--- config.mk ---
export PLATFORM = sky130hd
export DESIGN_NAME = program_sequencer
export DESIGN_NICKNAME = d
export VERILOG_FILES = /design/src/rtl/program_sequencer.sv
export SDC_FILE = /design/constraint.sdc
export NUM_CORES = 1
export LEC_CHECK = 0
export CAP_MARGIN = 20
export CORE_MARGIN = 2
export CORE_UTILIZATION = 35
export CTS_CLUSTER_SIZE = 28
export DETAILED_ROUTE_END_ITERATION = 7
export GPL_TIMING_DRIVEN = 0
export SLEW_MARGIN = 20
export SYNTH_ARGS = -nofsm -noshare
export SYNTH_HDL_FRONTEND = slang
export SYNTH_SLANG_ARGS = --single-unit
--- constraint.sdc ---
create_clock -name i_clk -period 7.7 [get_ports i_clk]
set_clock_uncertainty 0.1 [all_clocks]
set_input_delay 1.155 -clock i_clk [delete_from_list [all_inputs] [get_ports i_clk]]
set_output_delay 1.155 -clock i_clk [all_outputs]
set_load 0.01 [all_outputs]
--- src/rtl/program_sequencer.sv ---
// Instruction sequencer: buffers up to DEPTH datapath instructions and issues
// them over a valid/ready handshake with free-run, single-step, halt and repeat.
module program_sequencer #(
  parameter int DEPTH   = 16,
  parameter int ADDR_W  = 4,
  parameter int INSTR_W = 16
) (
  input  logic               i_clk,
  input  logic               i_reset,
  input  logic               i_clear,
  input  logic               i_load_valid,
  input  logic [INSTR_W-1:0] i_load_data,
  output logic               o_load_ready,
  input  logic               i_start,
  input  logic               i_step,
  input  logic               i_halt,
  input  logic [3:0]         i_repeat,
  output logic [INSTR_W-1:0] o_instr_out,
  output logic               o_instr_valid,
  input  logic               i_instr_ready,
  output logic [ADDR_W-1:0]  o_pc,
  output logic [ADDR_W:0]    o_prog_len,
  output logic [3:0]         o_state,
  output logic               o_done
);

  typedef enum logic [3:0] {
    ST_IDLE  = 4'd0,
    ST_ISSUE = 4'd1,
    ST_PAUSE = 4'd2,
    ST_DONE  = 4'd3
  } state_t;

  localparam logic [ADDR_W:0]   LP_DEPTH  = (ADDR_W+1)'(DEPTH);
  localparam logic [ADDR_W:0]   LP_LEN1   = (ADDR_W+1)'(1);
  localparam logic [ADDR_W-1:0] LP_PC1    = (ADDR_W)'(1);
  localparam logic [ADDR_W-1:0] LP_PC0    = (ADDR_W)'(0);
  localparam logic [ADDR_W:0]   LP_LEN0   = (ADDR_W+1)'(0);

  state_t              r_state;
  logic [ADDR_W-1:0]   r_pc;
  logic [ADDR_W:0]     r_len;
  logic [3:0]          r_pass;
  logic                r_halt;
  logic [INSTR_W-1:0]  r_mem [DEPTH];

  logic                w_idle_like;
  logic                w_load_ready;
  logic                w_load_fire;
  logic [ADDR_W:0]     w_len_next;
  logic                w_handshake;
  logic                w_last;
  logic                w_halt_now;

  assign w_idle_like  = (r_state == ST_IDLE) || (r_state == ST_DONE);
  assign w_load_ready = w_idle_like && (r_len < LP_DEPTH);
  assign w_load_fire  = i_load_valid && w_load_ready && !i_clear;
  // A word accepted alongside Start counts toward the program being started.
  assign w_len_next   = w_load_fire ? (r_len + LP_LEN1) : r_len;
  assign w_handshake  = (r_state == ST_ISSUE) && i_instr_ready;
  assign w_last       = ({1'b0, r_pc} == (r_len - LP_LEN1));
  assign w_halt_now   = r_halt || i_halt;

  // Program buffer write port; contents are not reset.
  always_ff @(posedge i_clk) begin
    if (w_load_fire) begin
      r_mem[r_len[ADDR_W-1:0]] <= i_load_data;
    end
  end

  // Sequencer state machine, PC, program length, pass counter and halt flag.
  always_ff @(posedge i_clk) begin
    if (i_reset) begin
      r_state <= ST_IDLE;
      r_pc    <= LP_PC0;
      r_len   <= LP_LEN0;
      r_pass  <= 4'd0;
      r_halt  <= 1'b0;
    end else if (i_clear) begin
      r_state <= ST_IDLE;
      r_pc    <= LP_PC0;
      r_len   <= LP_LEN0;
      r_pass  <= 4'd0;
      r_halt  <= 1'b0;
    end else begin
      r_len <= w_len_next;
      case (r_state)
        ST_IDLE, ST_DONE: begin
          if (i_step || i_start) begin
            if (w_len_next != LP_LEN0) begin
              r_state <= ST_ISSUE;
              r_pc    <= LP_PC0;
              r_pass  <= i_repeat;
              r_halt  <= i_step;
            end else begin
              r_state <= ST_DONE;
            end
          end
        end
        ST_ISSUE: begin
          if (w_handshake) begin
            r_halt <= 1'b0;
            if (w_last && (r_pass == 4'd0)) begin
              r_state <= ST_DONE;
              r_pc    <= LP_PC0;
            end else begin
              if (w_last) begin
                r_pc   <= LP_PC0;
                r_pass <= r_pass - 4'd1;
              end else begin
                r_pc   <= r_pc + LP_PC1;
              end
              r_state <= w_halt_now ? ST_PAUSE : ST_ISSUE;
            end
          end else begin
            r_halt <= w_halt_now;
          end
        end
        ST_PAUSE: begin
          if (i_step) begin
            r_state <= ST_ISSUE;
            r_halt  <= 1'b1;
          end else if (i_start) begin
            r_state <= ST_ISSUE;
            r_halt  <= 1'b0;
          end
        end
        default: begin
          r_state <= ST_IDLE;
          r_pc    <= LP_PC0;
          r_halt  <= 1'b0;
        end
      endcase
    end
  end

  assign o_load_ready  = w_load_ready;
  assign o_instr_out   = r_mem[r_pc];
  assign o_instr_valid = (r_state == ST_ISSUE);
  assign o_pc          = r_pc;
  assign o_prog_len    = r_len;
  assign o_state       = r_state;
  assign o_done        = (r_state == ST_DONE);

endmodule

### Word-level counts from Yosys, hierarchy flattened

Memory sizes are Yosys's and may differ from the RTL's. A register that Yosys moved wholly into a read port is not among the register bits.
Index checks and enable logic that the tools add are counted.

| word-level totals | value |
|---|---|
| register bits | 18 |
| latch bits | 0 |
| memory bits (writable) | 256 |
| ROM bits | 0 |
| output and inout bits | 32 |
| memories | 1 |

Memories:

| name | words | width | rd ports | clocked after Yosys merged registers in | write ports | line | source |
|---|---|---|---|---|---|---|---|
| r_mem | 16 | 16 | 1 | 1 | 1 | 45 | `logic [INSTR_W-1:0] r_mem [DEPTH];` |

| cells by class | value |
|---|---|
| $add $sub $neg | 4 |
| multiply operators | 0 |
| divide/modulo/power cells | 0 |
| $lt $le $gt $ge | 1 |
| equality and inequality tests | 10 |
| shifts and indexed selects | 0 |
| multiplexer cells | 31 |
| bitwise gates (word level) | 1 |
| reductions and logical operators | 19 |

Operator list:

| kind | number |
|---|---|
| 4-bit 2-to-1 mux | 16 |
| 4-bit case mux with 3 select lines | 2 |
| 4-bit by 2-bit == test with 1-bit output (second input constant) | 2 |
| 4-bit zero test | 2 |
| 4-bit case mux with 2 select lines | 1 |
| 1-bit 2-to-1 mux | 7 |
| 2-bit 2-to-1 mux | 3 |
| 2-bit != test (second input constant) | 3 |
| 3-bit AND reduction | 2 |
| 6-bit AND reduction | 1 |
| 5-bit by 1-bit adder with 5-bit output (second input constant) | 1 |
| 4-bit by 5-bit == test with 1-bit output | 1 |
| 1-bit logical AND | 5 |
| 5-bit less-than comparator (second input constant) | 1 |
| 5-bit 2-to-1 mux | 1 |
| 5-bit nonzero test | 1 |
| 5-bit by 1-bit subtractor with 5-bit output (second input constant) | 1 |
| 4-bit by 1-bit adder with 4-bit output (second input constant) | 1 |
| 4-bit by 1-bit == test with 1-bit output (second input constant) | 1 |
| 2-bit by 1-bit != test with 1-bit output (second input constant) | 2 |
| 4-bit AND reduction | 1 |
| 2-bit OR reduction | 2 |
| 4-bit by 1-bit subtractor with 4-bit output (second input constant) | 1 |
| 1-bit logical OR | 3 |
| 5 further kinds | 5 |

### Logic depth before layout (Yosys ltp)

| depth | value |
|---|---|
| depth in word-level cells | 12 |
| depth in mapped cells | 9 |

### Worst setup path before layout

No wires, ideal clock.

| timing path | value |
|---|---|
| path kind | register to output |
| start | register (tool-made name) |
| end | output o_instr_out[0] |
| arrival | 1.824 ns |
| setup slack | 4.621 ns |
| cell stages (with the launch flop) | 5 |
| buffers on the path | 2 |
| cell sequence | dfxtp_1 buf_2 buf_2 mux4_2 mux4_2 |

RTL lines:

| element | line | source |
|---|---|---|
| to (decl) | 18 | `output logic [INSTR_W-1:0] o_instr_out,` |

==> results.json <==
{
  "status": "finished, final reports clean",
  "clock.fmax_ghz": 0.207,
  "powerDensity_nw_per_um2": 241,
  "grt_pass1_vias": 5785,
  "ys_warn_count": 0,
  "maxCapViolCount": 0,
  "netlist_area_sq_um": 11000,
  "clk_path_buf_depth": 3,
  "h-tree-depth": 1,
  "core_sq_um": 30700,
  "maxSlewViolCount": 0,
  "holdPathStages": 2,
  "area_delta_synth_final_pct": 19.6,
  "yosys_register_bits": 276,
  "hp-class": "register to register",
  "post_route_cells_drive_above_1_share_pct": 26.6,
  "peakVddDrop_v": 0.000169,
  "cts_sinks": 276,
  "drtIter0Drc": 486,
  "dieArea_sq_um": 32800,
  "routed-wl-met3_microns": 1490,
  "place.gp.congestion": 0.768,
  "period_share_pct": 62.8,
  "synth_enable_flop_cells": 256,
  "initial_utilization_pct": 35.7,
  "path_clk_slew_ps": 60,
  "firstDrtPassIters": 5,
  "drt-met1-wl_microns": 10700,
  "vias_per_cell": 5.30,
  "grt_usage_pct": 15.0,
  "boundaryPins": 60,
  "grt_antenna_before_repair": 0,
  "die_w_microns": 181,
  "overflow": 0,
  "path_class": "register to output port",
  "holdWs_ps": 406,
  "cts_resized": 0,
  "min_period_ps": 4840,
  "r2r_setup_slack_ps": 4870,
  "rsz0062_at_grt": "no",
  "worstReg2RegStart": "o_state[0]",
  "finalSetupViolCount": 0,
  "finalSetupTns_ps": 0,
  "postCtsHoldBufs": 0,
  "drt_wl_total_microns": 24400,
  "wl_per_cell_microns": 23.6,
  "crit_required_ps": 6440,
  "die_y_microns": 181,
  "arrival_ps": 3580,
  "worstMarginPinSlew_ps": 995,
  "slew_headroom_pct": 33.7,
  "path_max_fanout": 10,
  "synthFlopType": "edfxtp_1",
  "clkLatencyLatePin_ps": 530,
  "cts_buffers": 28,
  "hpwl_microns": 14900,
  "antenna_cells": 0,
  "synth_cell_type_count": 50,
  "wl_met2_microns": 11900,
  "worstHoldEndpoint": "r_pass[1]",
  "drc": 0,
  "maxUsedRoutingLayer": "met4",
  "nets": 656,
  "grt_pass1_wl_microns": 36400,
  "cp-end-kind": "output port",
  "regToRegEndpoint": "r_mem[3][14]",
  "async_reset_ff_share_pct": 0,
  "ant_nets": 0,
  "rows": 64,
  "start_kind": "register",
  "grt_start_max_net_pins": 18,
  "synth_cells": 527,
  "syn_avg_cell_area_sq_um": 20.8,
  "leakage_nw": 4.00,
  "vias": 5490,
  "r2r_cells": 7,
  "root_buffer": "clkbuf_16",
  "cts_setup_buffers": 0,
  "seq_area_frac_synth_pct": 73.7,
  "io_buffers": 57,
  "hold_start": "r_pass[1]",
  "hold_violations": 0,
  "cts_tree": "built"
}
==> placed cells by master (no fill, tap or decap), types with 4 or more instances in the layout <==
master	netlist	routed
edfxtp_1	256	256
mux4_2	80	80
clkdlybuf4s50_1	0	57
clkbuf_16	0	28
dfxtp_1	20	20
nor2_1	34	18
nand2_1	15	15
clkbuf_1	8	12
nor2_4	0	12
inv_1	11	11
buf_2	11	11
ha_1	9	9
a21oi_1	8	8
nor3_1	7	7
o21ai_0	7	7
clkinv_2	0	6
clkinv_1	0	5
buf_4	4	4
nand2b_1	4	4
nor2_2	0	4
nand3_1	4	4
xor2_1	4	4
xnor2_1	4	4
bufinv_16	0	4
buf_8	0	4
==> how the worst max path moves through the flow <==
| stage | startpoint | end | cells after the start |
|---|---|---|---|
| detailed placement | register | o_instr_out[10] | 5 |
| CTS | register | o_instr_out[10] | 5 |
| floorplan | register | o_instr_out[0] | 4 |
| global route | register | o_instr_out[14] | 5 |
| global placement | i_clear | r_mem[15][1] | 5 |
| finish | register | o_instr_out[14] | 5 |
==> layer usage <==
| layer | vias up | GRT usage (%) |
|---|---|---|
| met2 | 207 | 25.1 |
| met4 | 0 | 3.06 |
| met1 | 2906 | 21.0 |
| met5 | - | 0 |
| met3 | 27 | 2.36 |
| li1 | 2350 | - |
==> critical path, stage by stage, from the launching register on <==
cell	delay (ps)
dfxtp_1	320
clkbuf_1	490
clkbuf_1	760
mux4_2	410
mux4_2	550
clkdlybuf4s50_1	510
==> cell type report <==
type	instances	area, sq um
clock inverters	19	208
plain buffers	27	138
repair buffers	61	631
fillers	2665	17600
flip-flops and latches	276	8090
inverters	11	41.3
clock buffers	32	716
well taps	396	495
multi-input cells	214	2800
==> stage by stage <==
stage | instance area, sq um | worst slack [ps] | utilization (%) | power (W) | std cells
after global placement | 12000 | 3370 | 39.1 | 0.00182 | 981
final | 13100 | 2860 | 42.7 | 0.00316 | 1036
after CTS | 13100 | 2800 | 42.7 | 0.00318 | 1036
after floorplan | 11000 | 4620 | - | 0.00176 | 528
after global routing | 13100 | 2760 | 42.7 | 0.00325 | 1036
after detailed placement | 12200 | 3380 | 39.7 | 0.00183 | 985
==> logic make-up (layout without fill, tap and decap cells) <==
family,after synthesis,after routing,share of synthesized area [%]
AND/OR/NAND/NOR,79,79,3.67
buffers and inverters,38,150,1.63
multiplexers,82,82,16.6
flip-flops,276,276,73.7
XOR/XNOR,8,8,0.639
AO/OA/AOI/OAI,34,34,2.64
other,1,2,0.0342
adder cells (fa/ha/maj),9,9,1.03
==> cell usage after synthesis, types with 2 or more instances <==
| cell type | instances | area (sq um) |
|---|---|---|
| nor2b_1 | 2 | 12.5 |
| nor3_1 | 7 | 35.0 |
| o211ai_1 | 3 | 22.5 |
| inv_1 | 11 | 41.3 |
| nand2b_1 | 4 | 25.0 |
| ha_1 | 9 | 113 |
| a31oi_1 | 2 | 12.5 |
| dfxtp_1 | 20 | 400 |
| nand2_1 | 15 | 56.3 |
| mux2i_1 | 2 | 20.0 |
| nand3_1 | 4 | 20.0 |
| o31ai_1 | 2 | 15.0 |
| a21oi_1 | 8 | 40.0 |
| o21ai_0 | 7 | 35.0 |
| xor2_1 | 4 | 35.0 |
| buf_1 | 3 | 11.3 |
| clkbuf_1 | 8 | 30.0 |
| nor2_1 | 34 | 128 |
| mux4_2 | 80 | 1800 |
| xnor2_1 | 4 | 35.0 |
| buf_2 | 11 | 55.1 |
| edfxtp_1 | 256 | 7690 |
| buf_4 | 4 | 30.0 |
==> state kept, by name, summed over array words and instances (netlist names), named ones only <==
| signal | cells |
|---|---|
| r_halt | 1 |
| o_state | 2 |
| r_pass | 4 |
| o_pc | 4 |
| o_prog_len | 5 |
| r_mem | 256 |
==> where the power goes <==
group / internal (W) / switching [W] / leakage, nW
combinational: 0.0000681 / 0.0000792 / 1.09
sequential: 0.00165 / 0.00000527 / 2.47
clock: 0.000801 / 0.000557 / 0.445
total: 0.00252 / 0.000641 / 4.00
No activity file was read; power rests on OpenSTA's default activity.
